**src/rtl/bits_pkg.sv**
```systemverilog
// Shared widths and helpers for the variable-length bit packer.
package bits_pkg;

  localparam int unsigned OUT_W    = 32;
  localparam int unsigned IN_W     = 15;
  localparam int unsigned LEN_W    = 4;
  localparam int unsigned CNT_W    = 5;
  localparam int unsigned LENOUT_W = 6;
  localparam int unsigned COMB_W   = OUT_W + IN_W;

  // Low `len` bits set; len=0 gives an all-zero mask.
  function automatic logic [IN_W-1:0] frag_mask(input logic [LEN_W-1:0] len);
    logic [IN_W:0] w_m;
    w_m = ({{IN_W{1'b0}}, 1'b1} << len) - {{IN_W{1'b0}}, 1'b1};
    return w_m[IN_W-1:0];
  endfunction

endpackage

```
**src/rtl/bits_pack_merge.sv**
```systemverilog
// Combinational merge of a masked fragment into the accumulator at the fill point.
module bits_pack_merge
  import bits_pkg::*;
(
  input  logic [OUT_W-1:0]    i_acc,
  input  logic [CNT_W-1:0]    i_cnt,
  input  logic [IN_W-1:0]     i_datain,
  input  logic [LEN_W-1:0]    i_lenin,
  output logic [COMB_W-1:0]   o_comb,
  output logic [LENOUT_W-1:0] o_tot
);

  logic [IN_W-1:0] w_frag;

  assign w_frag = i_datain & frag_mask(i_lenin);
  assign o_comb = {{IN_W{1'b0}}, i_acc} | ({{OUT_W{1'b0}}, w_frag} << i_cnt);
  assign o_tot  = {2'b00, i_lenin} + {1'b0, i_cnt};

endmodule

```
**src/rtl/bits_pack.sv**
```systemverilog
// Bit packer top: accumulator/fill-count registers, deferred flush residual and scan chain.
module bits_pack
  import bits_pkg::*;
(
  input  logic                clk,
  input  logic                rst,
  input  logic                pushin,
  input  logic [LEN_W-1:0]    lenin,
  input  logic [IN_W-1:0]     datain,
  input  logic                flushin,
  input  logic                scanEnable,
  input  logic                scanIn,
  output logic                scanOut,
  output logic                pushout,
  output logic [LENOUT_W-1:0] lenout,
  output logic [OUT_W-1:0]    dataout
);

  logic [OUT_W-1:0]    r_acc, w_acc_d;
  logic [CNT_W-1:0]    r_cnt, w_cnt_d;
  logic                r_flush_pend, w_flush_pend_d;
  logic                r_pushout, w_pushout_d;
  logic [LENOUT_W-1:0] r_lenout, w_lenout_d;
  logic [OUT_W-1:0]    r_dataout, w_dataout_d;

  logic [LEN_W-1:0]    w_len;
  logic [IN_W-1:0]     w_frag;
  logic [COMB_W-1:0]   w_comb;
  logic [LENOUT_W-1:0] w_tot;

  // An idle cycle behaves exactly like a zero-length push.
  assign w_len  = pushin ? lenin : '0;
  assign w_frag = datain & frag_mask(w_len);

  bits_pack_merge u_merge (
    .i_acc    (r_acc),
    .i_cnt    (r_cnt),
    .i_datain (datain),
    .i_lenin  (w_len),
    .o_comb   (w_comb),
    .o_tot    (w_tot)
  );

  always_comb begin
    w_acc_d        = r_acc;
    w_cnt_d        = r_cnt;
    w_flush_pend_d = r_flush_pend;
    w_pushout_d    = 1'b0;
    w_lenout_d     = r_lenout;
    w_dataout_d    = r_dataout;
    if (scanEnable) begin
      w_cnt_d = {r_cnt[CNT_W-2:0], scanIn};
    end else if (r_flush_pend) begin
      // Emit the residual left by last cycle's flush; the new fragment starts a fresh word.
      w_pushout_d    = 1'b1;
      w_dataout_d    = r_acc;
      w_lenout_d     = {1'b0, r_cnt};
      w_acc_d        = {{(OUT_W-IN_W){1'b0}}, w_frag};
      w_cnt_d        = {1'b0, w_len};
      w_flush_pend_d = flushin && (w_len != '0);
    end else if (w_tot[LENOUT_W-1]) begin
      // tot >= 32: low five bits of tot are the residual count.
      w_pushout_d    = 1'b1;
      w_dataout_d    = w_comb[OUT_W-1:0];
      w_lenout_d     = LENOUT_W'(OUT_W);
      w_acc_d        = {{(OUT_W-IN_W){1'b0}}, w_comb[COMB_W-1:OUT_W]};
      w_cnt_d        = w_tot[CNT_W-1:0];
      w_flush_pend_d = flushin && (w_tot[CNT_W-1:0] != '0);
    end else if (flushin && (w_tot != '0)) begin
      w_pushout_d = 1'b1;
      w_dataout_d = w_comb[OUT_W-1:0];
      w_lenout_d  = w_tot;
      w_acc_d     = '0;
      w_cnt_d     = '0;
    end else begin
      w_acc_d = w_comb[OUT_W-1:0];
      w_cnt_d = w_tot[CNT_W-1:0];
    end
  end

  always_ff @(posedge clk) begin
    if (rst) begin
      r_acc        <= '0;
      r_cnt        <= '0;
      r_flush_pend <= 1'b0;
      r_pushout    <= 1'b0;
      r_lenout     <= '0;
      r_dataout    <= '0;
    end else begin
      r_acc        <= w_acc_d;
      r_cnt        <= w_cnt_d;
      r_flush_pend <= w_flush_pend_d;
      r_pushout    <= w_pushout_d;
      r_lenout     <= w_lenout_d;
      r_dataout    <= w_dataout_d;
    end
  end

  assign scanOut = scanEnable ? r_cnt[CNT_W-1] : 1'b0;
  assign pushout = r_pushout;
  assign lenout  = r_lenout;
  assign dataout = r_dataout;

endmodule

```
**config.mk**
```make
export PLATFORM = sky130hd
export DESIGN_NAME = bits_pack
export DESIGN_NICKNAME = d
export VERILOG_FILES = /design/src/rtl/bits_pkg.sv /design/src/rtl/bits_pack_merge.sv /design/src/rtl/bits_pack.sv
export SDC_FILE = /design/constraint.sdc
export NUM_CORES = 1
export LEC_CHECK = 0
export ABC_AREA = 1
export BUFFER_PORTS_ARGS = -buffer_cell sky130_fd_sc_hd__clkbuf_2
export CORE_MARGIN = 2
export CORE_UTILIZATION = 66
export CTS_BUF_LIST = sky130_fd_sc_hd__clkbuf_8
export DETAILED_ROUTE_END_ITERATION = 10
export GPL_ROUTABILITY_DRIVEN = 0
export PLACE_DENSITY_LB_ADDON = 0.15
export SLEW_MARGIN = 20
export SYNTH_ARGS = -nofsm -noshare
export SYNTH_HDL_FRONTEND = slang
export SYNTH_HIERARCHICAL = 1
export SYNTH_SLANG_ARGS = --single-unit
```
**constraint.sdc**
```tcl
create_clock -name clk -period 4.8 [get_ports clk]
set_input_delay 0.96 -clock clk [delete_from_list [all_inputs] [get_ports clk]]
set_output_delay 0.96 -clock clk [all_outputs]
set_load 0.03 [all_outputs]
```
==> impl_results.rst <==
.. list-table::
   :header-rows: 1

   * - Metric
     - Value
   * - Register area share after synthesis
     - between 20% and 30%
   * - Final critical delay including setup and external delays
     - 3.70 ns
   * - Number of enable flip-flop cells after synthesis
     - 0
   * - Total area of multi-input combinational cells
     - about 3700 um^2
   * - Post-synthesis net count
     - around 1k
   * - Number of global-route vias before repair
     - around 6k
   * - Most area-hungry cell type in the Yosys netlist
     - dfxtp_1
   * - CTS tree
     - yes
   * - Worst path depth
     - 17
   * - Hold WS
     - approximately 0.46 ns
   * - Register area
     - ~1500 um^2
   * - RSZ-0062 raised after global routing
     - no
   * - Average wire per cell in the routed design
     - between 15 and 20 um
   * - Slowest stage delay, CP
     - about 0.44 ns
   * - Setup Skew
     - around 0.011 ns
   * - Overall fraction of global-route tracks in use
     - 36.9%
   * - Top layer used by detailed routing
     - met4
   * - Register-to-register path setup slack
     - between 1.5 and 2 ns
   * - Placement-stage cell area
     - ~6000 um^2
   * - Starting DRC count in detailed routing
     - ~860
   * - Most common cell in the netlist
     - nand2_1
   * - Number of vias in the routed layout
     - around 6.9k
   * - Cell-by-cell listing of the critical path
     - clkbuf_2 -> nand2_2 -> inv_1 -> ha_1 -> nand2_1 -> nor2_1 -> a211oi_1 -> nor2_1 -> nor2_1 -> nor2_1 -> nor2_2 -> buf_4 -> nand2_2 -> nand2_2 -> buf_4 -> nand2_1 -> a21oi_1
   * - Cell types occupying the most area after synthesis
     - dfxtp_1 (26%), nand2_1 (17%), nand3_1 (15%)
   * - Total chip power
     - slightly below 2000 uW
   * - Maximum clock insertion buffer count
     - 2
   * - R2r startpoint
     - r_cnt[1]$_SDFF_PP0_
   * - Crit path arrival time
     - between 3 and 4 ns
   * - Fin nets
     - 1021
   * - Worst IR Drop VDD
     - 192 uV
   * - Number of endpoints failing setup at the final stage
     - 0
   * - Max-cap violation count
     - 0
   * - Diodes inserted
     - 0
   * - Capture point of the worst reg-to-reg path
     - dataout[24]$_SDFFE_PP0P_
   * - Clock transition time at the flip-flop clock pins of the worst setup and hold paths
     - approximately 0.090 ns
   * - Worst hold path stage count
     - 2
   * - Final worst-path cycle share
     - 77.0%
   * - Hold Crit Class
     - reg2reg
   * - Area of the mapped netlist
     - 5900 um^2
   * - Seq cells post-synth
     - 77
   * - TritonCTS buffer count
     - 9
   * - Max-slew violations
     - 0
   * - Critical Path End
     - dataout[24]$_SDFFE_PP0P_
   * - Proportion of layout cells with a drive suffix above 1
     - 15.2%
   * - Met3 routed WL
     - around 2 mm
   * - Number of hold violations in the final report
     - 0
   * - Critical path data required time
     - around 5.1 ns
   * - Tightest Pin Transition
     - roughly 1.0 ns
   * - Number of instances in the synthesized netlist
     - around 970
   * - Kind of cell with the highest combined delay on the critical path
     - simple AND/OR/NAND/NOR gates
   * - Die outline height
     - around 99 um
   * - Critical Path Start
     - pushin
   * - Number of routed nets with antenna violations
     - 0
   * - Port-buffer cells
     - 64
   * - Root buffer selected by CTS
     - clkbuf_8
   * - Standby leakage power
     - roughly 0.003 uW
   * - Number of ports placed on the die boundary
     - 65
   * - Worst slew margin relative to its limit
     - 30.3%
   * - Antenna violations before repair
     - 0
   * - Layout overhead on the synthesized area
     - 7.91%
   * - Initial DRT Pass Iterations
     - 6
   * - Initial core utilization
     - about 68%
   * - Vias per Instance
     - ~6.3
   * - Count of cells resized by post-cts repair
     - 0
   * - Worst Setup End Kind
     - flop
   * - FILL cells
     - between 700 and 800
   * - Status
     - completed
   * - M1 WL
     - around 7.4 mm
   * - Clock network latency to the later pin of the worst-skew pair
     - 0.35 ns
   * - Type of the worst setup path
     - in2reg
   * - Total grt overflow
     - 0
   * - Pwr dens
     - 302 nW/um^2
   * - Post-CTS Setup Bufs
     - 0
   * - First-pass GRT wire length
     - 29.4 mm
   * - Remaining routing DRC violations
     - 0
   * - Crit path top cell by count
     - nor2_1
   * - Fmax
     - between 0.2 and 0.3 GHz
   * - Number of library cell types mapped by synthesis
     - 43
   * - DRT Wirelength
     - approximately 18 mm
   * - Area of the core
     - 8680 um^2
   * - Worst Hold Launch
     - dataout[1]$_SDFFE_PP0P_
   * - Finished Cell Area
     - about 6400 um^2
   * - Maximum number of pins on one net before global-route repair
     - 65
   * - Horizontal die dimension
     - between 90 and 100 um
   * - Setup TNS
     - 0 ns
   * - Maximum fanout encountered on the critical timing path
     - 28
   * - Die area
     - 9710 um^2
   * - Sink count of the clock tree
     - between 70 and 80
   * - Yosys synthesis warning count
     - 6
   * - Number of H-tree levels
     - 3
   * - Worst-case reg-to-reg path depth
     - 12
   * - Library cell contributing the largest single delay on the critical path
     - nand2_2
   * - Floorplan row count
     - 34
   * - Async SR Flop Fraction
     - 0%
   * - Number of hold-repair buffers added at the cts stage
     - 0
   * - DR WL met2
     - 7.84 mm
   * - Mean post-synth cell area
     - between 6 and 7 um^2
   * - Most instantiated flip-flop cell in the synthesis netlist
     - dfxtp_1
   * - Type of origin of the critical path
     - primary input
   * - Most used standard cells in the synthesized netlist
     - nand2_1 (265), nand3_1 (174), dfxtp_1 (77)
   * - Number of buffer and inverter instances along the worst setup path
     - 4
   * - HPWL Detailed
     - ~13 mm
   * - Share of the synthesized area in the top cell type
     - about a quarter
[worst reg2reg max path: cells and delay by family, from the launching register on]
kind / cells / cell delay, ns
fa+ha+maj: 1 / 0.66
xor+xnor: 1 / 0.21
flops: 1 / 0.35
compound gates: 2 / 0.28
buf+inv: 3 / 0.93
simple gates: 5 / 0.66
[state kept, by name (all words and copies together) (netlist names)]
signal,count
dataout,32
r_acc,32
lenout,6
r_cnt,5
pushout,1
r_flush_pend,1
[metrics by stage]
stage                     instances  utilization [%]  setup WS, ns
after global placement         1086             70.4         0.996
after floorplan                 972                -          1.52
after CTS                      1102             73.4          1.15
final                          1102             73.4          1.10
after detailed placement       1086             70.4         0.872
after global routing           1102             73.4         0.869
[logic make-up after synthesis]
kind of cell / count (synthesis) / synth area share, %
AO/OA/AOI/OAI: 168 / 16.6
XOR/XNOR: 3 / 0.445
AND/OR/NAND/NOR: 567 / 44.2
buffers and inverters: 149 / 10.9
flip-flops: 77 / 26.1
other: 1 / 0.0636
adder cells (fa/ha/maj): 7 / 1.61
[how the worst min path moves through the flow]
stage	slack [ns]	end
3_3_place_gp	0.45	dataout[19]$_SDFFE_PP0P_
6_report	0.46	dataout[1]$_SDFFE_PP0P_
4_1_cts	0.46	dataout[1]$_SDFFE_PP0P_
2_1_floorplan	0.47	r_cnt[4]$_SDFF_PP0_
3_5_place_dp	0.45	dataout[1]$_SDFFE_PP0P_
5_1_grt	0.48	lenout[0]$_SDFFE_PP0P_
[where the power goes]
group	switching [uW]	internal, uW	total, uW
clock network	267	365	632
registers	27.4	681	709
logic	407	175	582
[routing by layer]
layer | vias to the layer above | GRT usage, %
met5 | - | 0
met3 | 69 | 7.38
met4 | 0 | 15.4
met1 | 3083 | 50.9
met2 | 436 | 56.5
li1 | 3308 | -
[layout by cell type, fill, tap and decap left out, types with 3 or more instances in the layout]
master,instances
a31oi_1,13
a22oi_1,3
bufinv_16,3
nand4_1,43
nor3_1,4
inv_2,5
nand2_1,265
ha_1,6
inv_1,68
dfxtp_1,77
o21bai_2,4
a21oi_2,10
o21ai_0,44
buf_4,16
nand3_1,174
clkbuf_8,10
clkbuf_2,64
o21ai_1,8
nand3_2,9
nor2_2,6
nor2_1,43
o21bai_1,8
nand2_2,15
nand3b_1,4
a21oi_1,67
[area by class of cell]
cell class / instances / share of cell area [%]
clock inverters: 6 / 1.83
well taps: 108 / 2.12
flip-flops and latches: 77 / 24.2
clock buffers: 10 / 2.16
repair buffers: 80 / 6.92
inverters: 75 / 4.42
multi-input cells: 746 / 58.3
Note: power is estimated with default switching activity, not from simulation.
